### src/rtl/rc_cmp_monitor.sv
// Compares N_CH model channels against a reference sample each cycle, with a
// settle window after enable, persistence filtering and sticky failure reporting.

module rc_cmp_lane #(
  parameter int WIDTH   = 16,
  parameter int TOL     = 1,
  parameter int PERSIST = 1
) (
  input  logic             clk,
  input  logic             rst,
  input  logic             i_clr,
  input  logic             i_en,
  input  logic             i_chk,
  input  logic [WIDTH-1:0] i_dut,
  input  logic [WIDTH-1:0] i_ref,
  output logic [WIDTH:0]   o_abs,
  output logic             o_viol,
  output logic             o_err,
  output logic             o_fail
);
  localparam int             RW      = $clog2(PERSIST + 1);
  localparam logic [RW-1:0]  RUN_MAX = RW'(PERSIST);
  localparam logic [WIDTH:0] TOL_V   = (WIDTH + 1)'(TOL);

  logic [WIDTH:0]  w_diff;
  logic [RW-1:0]   w_run_inc;
  logic [RW-1:0]   r_run;
  logic            r_err;
  logic            r_fail;

  // One extra bit keeps the full signed range of the difference
  assign w_diff    = {i_dut[WIDTH-1], i_dut} - {i_ref[WIDTH-1], i_ref};
  assign o_abs     = w_diff[WIDTH] ? (~w_diff + 1'b1) : w_diff;
  assign o_viol    = o_abs > TOL_V;
  assign w_run_inc = (r_run == RUN_MAX) ? r_run : r_run + 1'b1;

  always_ff @(posedge clk) begin
    if (rst || i_clr) begin
      r_run  <= '0;
      r_err  <= 1'b0;
      r_fail <= 1'b0;
    end else begin
      r_err <= i_chk && o_viol;
      if (!i_en) begin
        r_run <= '0;
      end else if (i_chk) begin
        r_run <= o_viol ? w_run_inc : '0;
        if (o_viol && w_run_inc == RUN_MAX) r_fail <= 1'b1;
      end
    end
  end

  assign o_err  = r_err;
  assign o_fail = r_fail;
endmodule

module rc_cmp_monitor #(
  parameter  int N_CH          = 2,
  parameter  int WIDTH         = 16,
  parameter  int TOL           = 1,
  parameter  int SETTLE_CYCLES = 4,
  parameter  int PERSIST       = 1,
  parameter  int CNT_WIDTH     = 16,
  localparam int MCH_W         = (N_CH > 1) ? $clog2(N_CH) : 1
) (
  input  logic                  clk,
  input  logic                  rst,
  input  logic                  en,
  input  logic                  clear,
  input  logic [WIDTH-1:0]      ref_in,
  input  logic [N_CH*WIDTH-1:0] dut_in,
  output logic [N_CH-1:0]       ch_err,
  output logic [N_CH-1:0]       ch_fail,
  output logic                  fail,
  output logic [CNT_WIDTH-1:0]  err_count,
  output logic [WIDTH:0]        max_diff,
  output logic [MCH_W-1:0]      max_ch,
  output logic [1:0]            state
);
  localparam int SC_W = (SETTLE_CYCLES > 0) ? $clog2(SETTLE_CYCLES + 1) : 1;

  typedef enum logic [1:0] {S_IDLE = 2'd0, S_SETTLE = 2'd1, S_CHECK = 2'd2} state_t;

  state_t                      r_state, w_state_nxt;
  logic [SC_W-1:0]             r_scnt, w_scnt_nxt;
  logic                        w_chk;
  logic [N_CH-1:0][WIDTH:0]    w_abs;
  logic [N_CH-1:0]             w_viol;
  logic [WIDTH:0]              w_best;
  logic [MCH_W-1:0]            w_best_ch;
  logic [CNT_WIDTH-1:0]        r_cnt;
  logic [WIDTH:0]              r_max;
  logic [MCH_W-1:0]            r_max_ch;

  always_ff @(posedge clk) begin
    if (rst) begin
      r_state <= S_IDLE;
      r_scnt  <= '0;
    end else begin
      r_state <= w_state_nxt;
      r_scnt  <= w_scnt_nxt;
    end
  end

  always_comb begin
    w_state_nxt = r_state;
    w_scnt_nxt  = r_scnt;
    if (!en) begin
      w_state_nxt = S_IDLE;
      w_scnt_nxt  = '0;
    end else begin
      case (r_state)
        S_IDLE: begin
          w_state_nxt = (SETTLE_CYCLES == 0) ? S_CHECK : S_SETTLE;
          w_scnt_nxt  = SC_W'(SETTLE_CYCLES);
        end
        S_SETTLE: begin
          if (r_scnt <= SC_W'(1)) begin
            w_state_nxt = S_CHECK;
            w_scnt_nxt  = '0;
          end else begin
            w_scnt_nxt  = r_scnt - 1'b1;
          end
        end
        S_CHECK: w_state_nxt = S_CHECK;
        default: w_state_nxt = S_IDLE;
      endcase
    end
  end

  // A sample is only judged while checking and still enabled
  assign w_chk = (r_state == S_CHECK) && en;

  for (genvar k = 0; k < N_CH; k++) begin : g_lane
    rc_cmp_lane #(.WIDTH(WIDTH), .TOL(TOL), .PERSIST(PERSIST)) u_lane (
      .clk    (clk),
      .rst    (rst),
      .i_clr  (clear),
      .i_en   (en),
      .i_chk  (w_chk),
      .i_dut  (dut_in[k*WIDTH +: WIDTH]),
      .i_ref  (ref_in),
      .o_abs  (w_abs[k]),
      .o_viol (w_viol[k]),
      .o_err  (ch_err[k]),
      .o_fail (ch_fail[k])
    );
  end

  // Strict compare keeps the lowest channel on ties
  always_comb begin
    w_best    = '0;
    w_best_ch = '0;
    for (int k = 0; k < N_CH; k++) begin
      if (w_abs[k] > w_best) begin
        w_best    = w_abs[k];
        w_best_ch = MCH_W'(k);
      end
    end
  end

  always_ff @(posedge clk) begin
    if (rst || clear) begin
      r_cnt    <= '0;
      r_max    <= '0;
      r_max_ch <= '0;
    end else if (w_chk) begin
      if (|w_viol && r_cnt != '1) r_cnt <= r_cnt + 1'b1;
      if (w_best > r_max) begin
        r_max    <= w_best;
        r_max_ch <= w_best_ch;
      end
    end
  end

  assign fail      = |ch_fail;
  assign err_count = r_cnt;
  assign max_diff  = r_max;
  assign max_ch    = r_max_ch;
  assign state     = r_state;
endmodule

### config.mk
export PLATFORM = sky130hd
export DESIGN_NAME = rc_cmp_monitor
export DESIGN_NICKNAME = d
export VERILOG_FILES = /design/src/rtl/rc_cmp_monitor.sv
export SDC_FILE = /design/constraint.sdc
export NUM_CORES = 1
export LEC_CHECK = 0
export ABC_AREA = 1
export CAP_MARGIN = 20
export CORE_AREA = 2 2 108 110
export CTS_BUF_LIST = sky130_fd_sc_hd__clkbuf_4
export DETAILED_ROUTE_END_ITERATION = 7
export DIE_AREA = 0 0 110 112
export PLACE_DENSITY_LB_ADDON = 0.05
export SYNTH_ARGS = -nofsm -noshare
export SYNTH_HDL_FRONTEND = slang
export SYNTH_SLANG_ARGS = --single-unit
### constraint.sdc
create_clock -name clk -period 15.8 [get_ports clk]
set_input_delay 3.16 -clock clk [delete_from_list [all_inputs] [get_ports clk]]
set_output_delay 3.16 -clock clk [all_outputs]
set_load 0.02 [all_outputs]
### Word-level counts from Yosys, hierarchy flattened

Cells that the tools add are included.

* output and inout port bits: 41
* bits of input ports: 52
* bits in registers: 45

* eq/ne operators: 4
* bitwise operators: 3
* order comparisons: 6
* reductions and logical operators: 17
* muxes and demuxes: 13
* $add $sub $neg: 8

Operator list (number)
* 17-bit 2-to-1 mux: 4
* 17-bit by 1-bit greater-than comparator with 1-bit output (second input constant): 3
* 17-bit by 1-bit adder with 17-bit output (second input constant): 2
* 17-bit greater-than comparator: 2
* 17-bit inverter: 2
* 16-bit by 16-bit subtractor with 17-bit output: 2
* 16-bit by 1-bit adder with 16-bit output (second input constant): 1
* 16-bit != test (second input constant): 1
* 2-bit OR reduction: 4
* 1-bit logical AND: 6
* 2-bit case mux with 3 select lines: 1
* 3-bit case mux with 2 select lines: 1
* 3-bit AND reduction: 2
* 1-bit 2-to-1 mux: 5
* 2-bit AND reduction: 2
* 3-bit by 1-bit <= comparator with 1-bit output (second input constant): 1
* 3-bit 2-to-1 mux: 1
* 3-bit by 1-bit subtractor with 3-bit output (second input constant): 1
* 1-bit adder (second input constant): 2
* 2-bit by 1-bit == test with 1-bit output (second input constant): 1
* 2-bit == test (second input constant): 1
* 2-bit logical NOT: 1
* 2-bit 2-to-1 mux: 1
* 2-bit != test (second input constant): 1
* other kinds (3): 3

### Logic depth before layout (Yosys ltp)

Gate-level depths: netlist of run 1.

* word-level depth: 10
* mapped depth: 42
* depth with buffers taken out: 41

### Cells and area by module

Synthesis of run 1 repeated with hierarchy kept, for this count alone.

* cell total of the unflattened synthesis: 1281
* area total of the unflattened synthesis: 7358.3 µm²

By module, submodules not included
* rc_cmp_lane: area an instance 2098.3 µm², instances 2, cells each 401, seq. area each 40.0 µm²
* rc_cmp_monitor: area an instance 3161.8 µm², instances 1, cells each 479, seq. area each 780.7 µm²

### Worst setup path before layout of run 1

No wires, ideal clock.

* path kind: input -> register
* start point: input port dut_in[0]
* end point: register r_max[0] (netlist: max_diff[0])
* buffers on the path: 2
* arrival time: 7980 ps
* required time: 15684 ps
* path slack: 7704 ps
* cell stages on the path: 36
* path through: inv_1 > ha_1 > fa_1 > ha_1 > inv_1 > a21oi_1 > nand3_1 > nor2_1 > nand2_4 > nor2_8 > nand2_1 > nand2_1 > nand2_1 > nand2_1 > inv_1 > ha_1 > a21o_1 > a31oi_1 > o211ai_1 > nand2_1 > o211ai_1 > nand2_1 > clkbuf_1 > o21a_1 > inv_1 > ha_1 > nand2_1 > nor4_1 > nand3_1 > o211ai_1 > nand2_1 > inv_1 > clkbuf_1 > nand2_1 > o211ai_1 > inv_1

* longest elaborated chain between the ends: 10

RTL lines
* from (decl): line 71 `input logic [N_CH*WIDTH-1:0] dut_in,`
* 16-bit by 16-bit subtractor with 17-bit output *: line 32 `assign w_diff = {i_dut[WIDTH-1], i_dut} - {i_ref[WIDTH-1], i_ref};`
* 17-bit inverter: line 33 `assign o_abs = w_diff[WIDTH] ? (~w_diff + 1'b1) : w_diff;`
* 17-bit by 1-bit adder with 17-bit output: line 33
* 17-bit 2-to-1 mux *: line 33
* 17-bit by 1-bit greater-than comparator with 1-bit output: line 155 `if (w_abs[k] > w_best) begin`
* 17-bit 2-to-1 mux *: line 155
* 17-bit greater-than comparator: line 155
* 17-bit 2-to-1 mux *: line 155
* named net w_best[15]: line 89 `logic [WIDTH:0] w_best;`
* 17-bit greater-than comparator *: line 169 `if (w_best > r_max) begin`
* 2-bit AND reduction (no source line) *
* to (signal assigned): line 170 `r_max <= w_best;`
* to (decl): line 92 `logic [WIDTH:0] r_max;`

The timed path passes the listed nets; every way through them passes the cells marked *.
A chain may end at the register's enable or synchronous reset.

### Final worst setup path of run 1

* start point: input port ref_in[0]
* end point: register r_max[11] (netlist: max_diff[11])

* longest elaborated chain between the ends: 10
* elaborated cells on any way between the ends: 14

RTL lines
* from (decl): line 70 `input logic [WIDTH-1:0] ref_in,`
* 16-bit by 16-bit subtractor with 17-bit output: line 32
* 17-bit inverter: line 33
* 17-bit by 1-bit adder with 17-bit output: line 33
* 17-bit 2-to-1 mux: line 33
* 17-bit by 1-bit greater-than comparator with 1-bit output: line 155
* 17-bit 2-to-1 mux: line 155
* 17-bit greater-than comparator: line 155
* 17-bit 2-to-1 mux *: line 155
* named net w_best[14]: line 89
* 17-bit greater-than comparator *: line 169
* 2-bit AND reduction (no source line) *

Marked as above.

==> metrics.txt, run 1 <==
number of nets still failing antenna checks after routing=0; Die W=110 µm; Port Buffers=92; area used by sequential logic in the layout=860.8 µm²; WP data required=16100 ps; DRT iter0 DRCs=479; headroom to the max-slew limit=0.3762; cell type with the highest aggregate area in the netlist=nand2_1; post-synthesis cell type count=44; maximum frequency from static timing analysis=103.4 MHz; type of the worst min-delay path=flip-flop to flip-flop; Hold Fails Final Rpt=0; vias in the first global route=6138; number of buffers inserted to repair setup after CTS=0; clk slew on worst S/H paths=130 ps; CP endpoint kind=flip-flop; count of filler cells inserted in the layout=1042; peak fanout along the critical path=27; global-route wire length before repair=28010 µm; Top FF cell, synth=dfxtp_1; Placed Cells=1370; filler-free cell count of the finished design=1379; iteration count of the initial detailed-routing pass=5; ranking of synthesized cells by area=nand2_1, ha_1, dfxtp_1, inv_1, nand3_1; starting utilization of the core area=0.5890; crit path time final=9668 ps; core region area=11170 µm²; via-per-instance ratio=5.108; cell at the root of the clock tree=clkbuf_4; buffers from clock root to sink, at most=2; ratio of cells with drive above 1 in the final layout=0.06802; post-detail-place hpwl=14190 µm; kind of critical path=input pin to flip-flop; DRT Wirelength=16830 µm; initial antenna violation count=1; maximum number of pins on one net before global-route repair=28; hold_buf cts=0; crit start category=input pin; number of gates resized after CTS=0; post-synth net total=1282; Mapped Area=6581 µm²; Final nets=1362; actual slew at the worst max-slew pin=929.9 ps; portion of synthesized cell area occupied by the leading cell type=0.2053; TritonCTS clock tree=built; clock latency at the later pin of the worst-skew pair=370 ps; async set-or-reset flop fraction in the synthesized netlist=0; Area growth, synth to finish=16.39%; YS warnings=0; total count of max-transition violations in the final report=0; number of design rule violations left after detail routing=0; Row Count=39; final routed wire length divided by cell count=12.20 µm; setup_tns=0 ps; ratio of total power to cell area=78.88 nW/µm²; cell with the largest stage delay on the worst path=nand2_1; setup-violating endpoint count in the final report=0; via count of the routed design=7044; footprint of the multi-input gates=4781 µm²; final worst path period share=0.6119; cell with the most instances after synthesis=nand2_1; clock sink count=43; gate count of the mapped netlist=1154; total routing resource utilization after global routing=0.2777; Placement Setup Slack=5797 ps; status=complete, no violations; unrepaired setup endpoints after global routing=false; number of levels in the clock H-tree=2; sequential area share after synthesis=0.1308; worst vdd ir=0.0001217 V; final weighted congestion of routability-driven global placement=0.9407; leakage dissipation=4.033 nW; number of placed I/O pins=93; maximum cell stage delay along the critical path=590 ps; Final Worst Setup Slack=6132 ps; total global routing overflow=0; average footprint of a synthesized cell=5.703 µm²; number of CTS-inserted buffers=5; post-synthesis register bit count=43; Worst path most repeated cell=nand2_1; arrival time worst endpoint=9970 ps; height of the chip=112 µm; area of the die=12320 µm²; EDFF count, synth=0; Core Util, Final=0.6855; count of maximum capacitance violations=0; smallest hold slack=483.1 ps; top cells by count, synth=nand2_1, inv_1, nand3_1; Post-Route Skew=12.02 ps
stage by stage:
stage,area [µm²],total power [W]
detailed placement,7552,0.0005105
global placement,7552,0.0005046
global route,7660,0.0006692
finish,7660,0.0006042
floorplan,6581,0.0004178
CTS,7657,0.0005991
critical path: cells and delay by family:
kind,cells,cell delay [ps]
AO/OA/AOI/OAI,12,1590
AND/OR/NAND/NOR,14,2480
adder cells (fa/ha/maj),4,1250
buffers and inverters,5,1500
metal layers:
metal / GRT usage / vias to the layer above / share of wire
met2: 0.4683 / 190 / 0.46
li1: - / 3805 / -
met1: 0.3713 / 3024 / 0.46
met3: 0.02927 / 25 / 0.049
met5: 0 / - / 0
met4: 0.07679 / 0 / 0.022
sequential cells by signal, indices dropped and copies added (netlist names):
signal	cells
max_diff	17
err_count	16
r_scnt	3
g_lane.u_lane.o_err	2
g_lane.u_lane.o_fail	2
state	2
max_ch	1
final cells by class:
class | instances | share of cell area
tap | 143 | 0.02336
sequential | 43 | 0.1124
clock buffer | 5 | 0.004900
timing repair buffer | 92 | 0.1202
multi-input combinational | 876 | 0.6241
clock inverter | 3 | 0.008821
inverter | 216 | 0.1058
antenna | 1 | 0.0003267
placed cells by master, fill, tap and decap left out, types with 17 or more instances in the layout:
master / instances
nand2_1: 360
inv_1: 197
nand3_1: 113
clkdlybuf4s50_1: 92
nor2_1: 85
ha_1: 74
a21oi_1: 59
dfxtp_1: 43
o21ai_0: 33
nand2_2: 26
inv_2: 17
path summary, 6_finish.rpt:
| kind | endpoint | slack [ps] | cells past startpoint | from |
|---|---|---|---|---|
| worst min register to register | r_scnt[1] | 480 | 2 | r_scnt[1] |
| worst max register to register | err_count[2] | 12990 | 9 | err_count[0] |
| worst min-delay path | r_scnt[1] | 480 | 2 | r_scnt[1] |
| worst max-delay path | max_diff[11] | 6130 | 35 | ref_in[0] |
cells by family after synthesis:
| family | share of synthesized area |
|---|---|
| buf+inv | 0.1428 |
| xor+xnor | 0.02529 |
| simple gates | 0.4300 |
| fa+ha+maj | 0.1468 |
| mux | 0.001711 |
| flops | 0.1308 |
| compound gates | 0.1226 |
power breakdown:
part | internal [W] | leakage, nW | switching, W
logic | 0.000145 | 3.63 | 0.000259
registers | 0.000110 | 0.347 | 0.000000977
clock network | 0.0000492 | 0.0514 | 0.0000398
total | 0.000304 | 4.03 | 0.000300
(Power assumes the default switching activity.)
==> inputs of run 2 (changes only) <==
--- a/config.mk
+++ b/config.mk
@@ -7,10 +7,10 @@
 export LEC_CHECK = 0
 export ABC_AREA = 1
 export CAP_MARGIN = 20
-export CORE_AREA = 2 2 108 110
+export CORE_AREA = 2 2 110 112
 export CTS_BUF_LIST = sky130_fd_sc_hd__clkbuf_4
 export DETAILED_ROUTE_END_ITERATION = 7
-export DIE_AREA = 0 0 110 112
+export DIE_AREA = 0 0 112 114
 export PLACE_DENSITY_LB_ADDON = 0.05
 export SYNTH_ARGS = -nofsm -noshare
 export SYNTH_HDL_FRONTEND = slang
==> constraint.sdc (replaced) <==
create_clock -name clk -period 9.7 [get_ports clk]
set_input_delay 1.94 -clock clk [delete_from_list [all_inputs] [get_ports clk]]
set_output_delay 1.94 -clock clk [all_outputs]
set_load 0.02 [all_outputs]
==> run 2 against run 1 <==
  * Die area rose by 3.6%
  * Register-to-register slack lost 6100 ps
  * Combinational power rose by 62%
  * Worst hold slack worse by 4.0 ps
  * Largest cell class unchanged
  * Final cell count grew 0.36%
  * Clock skew decreased by 5.5 ps
  * Clock-buffer cell count is the same
  * Power is 54% higher
  * Non-clock buffer count rose by 1
==> metrics.txt, run 2 (synthesis results as in run 1) <==
most common cell after layout, fill and taps aside=nand2_1 (unchanged); cell with the largest stage delay on the worst path=nand2_1 (unchanged); crit start category=input pin (unchanged); Placement Setup Slack=994.8 ps (was 5797 ps); final weighted congestion of routability-driven global placement=0.9143 (was 0.9407); kind of critical path=input pin to flip-flop (unchanged); Core Util, Final=0.6515 (was 0.6855); Final Worst Setup Slack=1319 ps (was 6132 ps); switching component of the power=0.0004835 W (was 0.0002998 W); headroom to the max-slew limit=0.3776 (was 0.3762); iteration count of the initial detailed-routing pass=5 (unchanged); actual slew at the worst max-slew pin=927.8 ps (was 929.9 ps); number of gates resized after CTS=0 (unchanged); crit path time final=8381 ps; hold_buf cts=0 (unchanged); Hold Fails Final Rpt=0 (unchanged); clk slew on worst S/H paths=140 ps (was 130 ps); status=complete, no violations (unchanged); Post-Route Skew=6.478 ps (was 12.02 ps); peak fanout along the critical path=26 (was 27); WP data required=10020 ps (was 16100 ps); Row Count=40 (was 39); maximum number of pins on one net before global-route repair=28 (unchanged); worst vdd ir=0.0001017 V (was 0.0001217 V); TritonCTS clock tree=built (unchanged); unrepaired setup endpoints after global routing=false (unchanged); Port Buffers=92 (unchanged); maximum cell stage delay along the critical path=570 ps (was 590 ps); leakage dissipation=4.018 nW (was 4.033 nW); final worst path period share=0.8640; via count of the routed design=7072 (was 7044); global-route wire length before repair=28290 µm (was 28010 µm); clock latency at the later pin of the worst-skew pair=380 ps (was 370 ps); DRT iter0 DRCs=435 (was 479); fraction of power consumed by the clock network=0.102 (was 0.147); setup_tns=0 ps (unchanged); initial antenna violation count=1 (unchanged); number of placed I/O pins=93 (unchanged); number of buffers inserted to repair setup after CTS=0 (unchanged); area of the die=12770 µm² (was 12320 µm²); core region area=11710 µm² (was 11170 µm²); clock sink count=43 (unchanged); Placed Instance Area=7565 µm² (was 7552 µm²); total routing resource utilization after global routing=0.2653 (was 0.2777); Worst path most repeated cell=nand2_1 (unchanged); number of cells on the worst reg-to-reg path=9 (unchanged); height of the chip=114 µm (was 112 µm); post-detail-place hpwl=14300 µm (was 14190 µm); vias in the first global route=6347 (was 6138); Sw Share=0.5204 (was 0.4962); final routed wire length divided by cell count=12.14 µm (was 12.20 µm); buffers from clock root to sink, at most=2 (unchanged); CP endpoint kind=flip-flop (unchanged); cell at the root of the clock tree=clkbuf_4 (unchanged); total count of max-transition violations in the final report=0 (unchanged); total global routing overflow=0 (unchanged); post-route cell area=7630 µm² (was 7660 µm²); type of the worst min-delay path=flip-flop to flip-flop (unchanged); max reg flops=17 (unchanged); number of CTS-inserted buffers=5 (unchanged); DRT Wirelength=16810 µm (was 16830 µm); ratio of total power to cell area=121.8 nW/µm² (was 78.88 nW/µm²); Area growth, synth to finish=15.93% (was 16.39%); count of maximum capacitance violations=0 (unchanged); Pint=0.0004455 W (was 0.0003044 W); Final nets=1363 (was 1362); via-per-instance ratio=5.110 (was 5.108); Die W=112 µm (was 110 µm); Power Total=0.0009291 W (was 0.0006042 W); number of nets still failing antenna checks after routing=0 (unchanged); setup-violating endpoint count in the final report=0 (unchanged); number of design rule violations left after detail routing=0 (unchanged); arrival time worst endpoint=8700 ps (was 9970 ps); ratio of cells with drive above 1 in the final layout=0.06877 (was 0.06802); starting utilization of the core area=0.5620 (was 0.5890); part of the power in registers=0.194 (was 0.183); Min-Delay Path Depth=2 (unchanged); number of levels in the clock H-tree=2 (unchanged); commonest cells after routing, fill and taps aside=nand2_1, inv_1, nand3_1 (unchanged); maximum frequency from static timing analysis=119.3 MHz; Logic pwr share=0.704 (was 0.669)
run 2: worst max-delay path: cells and delay by family:
family / cells / cell delay (ps)
adders and majority gates: 4 / 1250
AOI/OAI and AO/OA: 11 / 1410
buffers and inverters: 5 / 1430
and+or+nand+nor: 16 / 2650
run 2: power by group through the flow:
stage	combinational (W)	sequential (W)	clock, W
2_1_floorplan	0.000495	0.000186	0
5_1_grt	0.000758	0.000181	0.000104
3_3_place_gp	0.000636	0.000184	0
3_5_place_dp	0.000645	0.000184	0
6_report	0.000654	0.000180	0.0000950
4_1_cts	0.000649	0.000180	0.0000985
run 2: final cells by class:
cell class | instances | area, µm²
Clock inverter | 3 | 25.02
Inverter | 216 | 810.8
Clock buffer | 5 | 37.54
Multi-Input combinational cell | 876 | 4781
Fill cell | 1189 | 4081
Tap cell | 147 | 183.9
Antenna cell | 1 | 2.502
Sequential cell | 43 | 860.8
Timing Repair Buffer | 93 | 928.4
run 2: path summary, 6_finish.rpt:
kind	start	end	slack, ps
max reg2reg	err_count[0]	err_count[5]	6860
min	g_lane[0].u_lane.o_fail	g_lane[0].u_lane.o_fail	480
max	ref_in[0]	max_diff[10]	1320
min reg2reg	g_lane[0].u_lane.o_fail	g_lane[0].u_lane.o_fail	480
run 2: stage by stage:
step	cells	hold WS, ps
after floorplan	1154	443.6
after global placement	1375	452.8
after detailed placement	1375	466.9
after CTS	1383	486.8
after global routing	1384	511.6
final	1384	479.2
run 2: routing by layer:
| metal | vias to the layer above | share of wire | global-route usage |
|---|---|---|---|
| li1 | 3825 | - | - |
| met1 | 3063 | 0.47 | 0.3393 |
| met2 | 157 | 0.47 | 0.4719 |
| met3 | 27 | 0.031 | 0.02125 |
| met4 | 0 | 0.027 | 0.09268 |
| met5 | - | 0 | 0 |
==> inputs of run 3 (changes only) <==
--- a/config.mk
+++ b/config.mk
@@ -7,10 +7,11 @@
 export LEC_CHECK = 0
 export ABC_AREA = 1
 export CAP_MARGIN = 20
-export CORE_AREA = 2 2 110 112
+export CORE_AREA = 2 2 141 143
 export CTS_BUF_LIST = sky130_fd_sc_hd__clkbuf_4
 export DETAILED_ROUTE_END_ITERATION = 7
-export DIE_AREA = 0 0 112 114
+export DIE_AREA = 0 0 143 145
+export GPL_TIMING_DRIVEN = 0
 export PLACE_DENSITY_LB_ADDON = 0.05
 export SYNTH_ARGS = -nofsm -noshare
 export SYNTH_HDL_FRONTEND = slang
==> run 3 against run 2 <==
  * Via count is 0.82% lower
  * Utilization is 24 points lower
  * Clock-buffer cell count is 1 higher
  * Sequential power hardly changed
  * Critical path depth is 3 higher
  * Final cell count is 9.8% higher
  * Power is 1.4% higher
  * Critical path type unchanged
  * Critical endpoint is now max_diff[0]
  * Largest cell class unchanged
==> metrics.txt, run 3 (synthesis results as in run 1) <==
status=complete, no violations (unchanged); cell with the largest stage delay on the worst path=clkdlybuf4s50_1 (was nand2_1); maximum frequency from static timing analysis=117.7 MHz (was 119.3 MHz); commonest cells after routing, fill and taps aside=nand2_1, inv_1, nand3_1 (unchanged); max reg flops=17 (unchanged); ratio of total power to cell area=119.3 nW/µm² (was 121.8 nW/µm²); Final nets=1381 (was 1363); Placed Cells=1511 (was 1375); ratio of cells with drive above 1 in the final layout=0.07496 (was 0.06877); starting utilization of the core area=0.3426 (was 0.5620); number of design rule violations left after detail routing=0 (unchanged); headroom to the max-slew limit=0.5398 (was 0.3776); total routing resource utilization after global routing=0.1822 (was 0.2653); number of placed I/O pins=93 (unchanged); Port Buffers=92 (unchanged); number of gates resized after CTS=0 (unchanged); Hold Fails Final Rpt=0 (unchanged); final worst path period share=0.8758 (was 0.8640); number of levels in the clock H-tree=2 (unchanged); Worst path most repeated cell=nand2_1 (unchanged); maximum cell stage delay along the critical path=490 ps (was 570 ps); via count of the routed design=7014 (was 7072); type of the worst min-delay path=flip-flop to flip-flop (unchanged); initial antenna violation count=1 (unchanged); iteration count of the initial detailed-routing pass=4 (was 5); crit start category=input pin (unchanged); final routed wire length divided by cell count=12.36 µm (was 12.14 µm); DRT iter0 DRCs=298 (was 435); total count of max-transition violations in the final report=0 (unchanged); WP data required=9970 ps (was 10020 ps); filler-free cell count of the finished design=1520 (was 1384); Die W=143 µm (was 112 µm); vias in the first global route=6405 (was 6347); hold_buf cts=0 (unchanged); peak fanout along the critical path=10 (was 26); leakage dissipation=4.084 nW (was 4.018 nW); Core Util, Final=0.4110 (was 0.6515); via-per-instance ratio=4.614 (was 5.110); height of the chip=145 µm (was 114 µm); kind of critical path=input pin to flip-flop (unchanged); smallest hold slack=477.4 ps (was 479.2 ps); global-route wire length before repair=31000 µm (was 28290 µm); CP endpoint kind=flip-flop (unchanged); buffers from clock root to sink, at most=2 (unchanged); clock latency at the later pin of the worst-skew pair=370 ps (was 380 ps); Post-Route Skew=7.152 ps (was 6.478 ps); area of the die=20740 µm² (was 12770 µm²); clock sink count=43 (unchanged); Row Count=51 (was 40); Area growth, synth to finish=19.94% (was 15.93%); number of nets still failing antenna checks after routing=0 (unchanged); setup_tns=0 ps (unchanged); DRT Wirelength=18790 µm (was 16810 µm); actual slew at the worst max-slew pin=690.3 ps (was 927.8 ps); number of CTS-inserted buffers=5 (unchanged); maximum number of pins on one net before global-route repair=14 (was 28); TritonCTS clock tree=built (unchanged); clk slew on worst S/H paths=130 ps (was 140 ps); unrepaired setup endpoints after global routing=false (unchanged); final weighted congestion of routability-driven global placement=0.8759 (was 0.9143); total global routing overflow=0 (unchanged); Power Total=0.0009420 W (was 0.0009291 W); cell at the root of the clock tree=clkbuf_4 (unchanged); count of maximum capacitance violations=0 (unchanged); number of buffers inserted to repair setup after CTS=0 (unchanged); arrival time worst endpoint=8770 ps (was 8700 ps); post-detail-place hpwl=16370 µm (was 14300 µm); worst vdd ir=0.00004669 V (was 0.0001017 V); crit path time final=8496 ps (was 8381 ps); core region area=19210 µm² (was 11710 µm²); setup-violating endpoint count in the final report=0 (unchanged); most common cell after layout, fill and taps aside=nand2_1 (unchanged)
[run 3: cell types whose count changed in the layout (fill, tap and decap cells not counted), sizes merged]
cell	before	now
clkinv	4	3
clkbuf	5	15
buf	1	10
[run 3: per-layer routing]
| layer | share of wire | vias up | global-route usage |
|---|---|---|---|
| met2 | 0.47 | 130 | 0.3134 |
| met1 | 0.49 | 3020 | 0.2479 |
| met4 | 0.017 | 0 | 0.04109 |
| met3 | 0.029 | 15 | 0.01188 |
| met5 | 0 | - | 0 |
| li1 | - | 3849 | - |
[run 3: worst max-delay path: cells and delay by family]
kind / cells / cell delay (ps)
XOR/XNOR: 1 / 290
AND/OR/NAND/NOR: 16 / 2280
adder cells (fa/ha/maj): 4 / 1170
buffers and inverters: 10 / 1910
AO/OA/AOI/OAI: 8 / 1180
[run 3: where the power goes]
| group | switching, W | total [W] | internal (W) |
|---|---|---|---|
| Sequential | 0.00000159 | 0.000180 | 0.000179 |
| Clock | 0.0000621 | 0.0000929 | 0.0000308 |
| Combinational | 0.000425 | 0.000669 | 0.000244 |
| Total | 0.000489 | 0.000942 | 0.000453 |
[run 3: final cells by class]
type / count / area [µm²]
buffer: 19 / 128.9
antenna: 1 / 2.502
clock inverter: 2 / 12.51
fill: 2215 / 11310
multi-input combinational: 876 / 4781
tap: 265 / 331.6
clock buffer: 6 / 45.04
inverter: 216 / 810.8
timing repair buffer: 92 / 920.9
sequential: 43 / 860.8
[run 3: per-stage QoR]
| stage | setup slack [ps] | cell area [µm²] |
|---|---|---|
| after floorplan | 2824 | 6581 |
| after global placement | 898.4 | 7834 |
| after detailed placement | 861.2 | 7834 |
| after CTS | 1241 | 7891 |
| after global routing | 581.6 | 7894 |
| final | 1204 | 7894 |
[run 3: worst paths after layout]
| path | slack [ps] | startpoint | end | cells past startpoint |
|---|---|---|---|---|
| worst min register to register | 480 | r_scnt[1] | r_scnt[1] | 2 |
| worst max register to register | 7020 | max_diff[16] | max_diff[0] | 12 |
| worst max-delay path | 1200 | dut_in[0] | max_diff[0] | 39 |
| worst min-delay path | 480 | r_scnt[1] | r_scnt[1] | 2 |
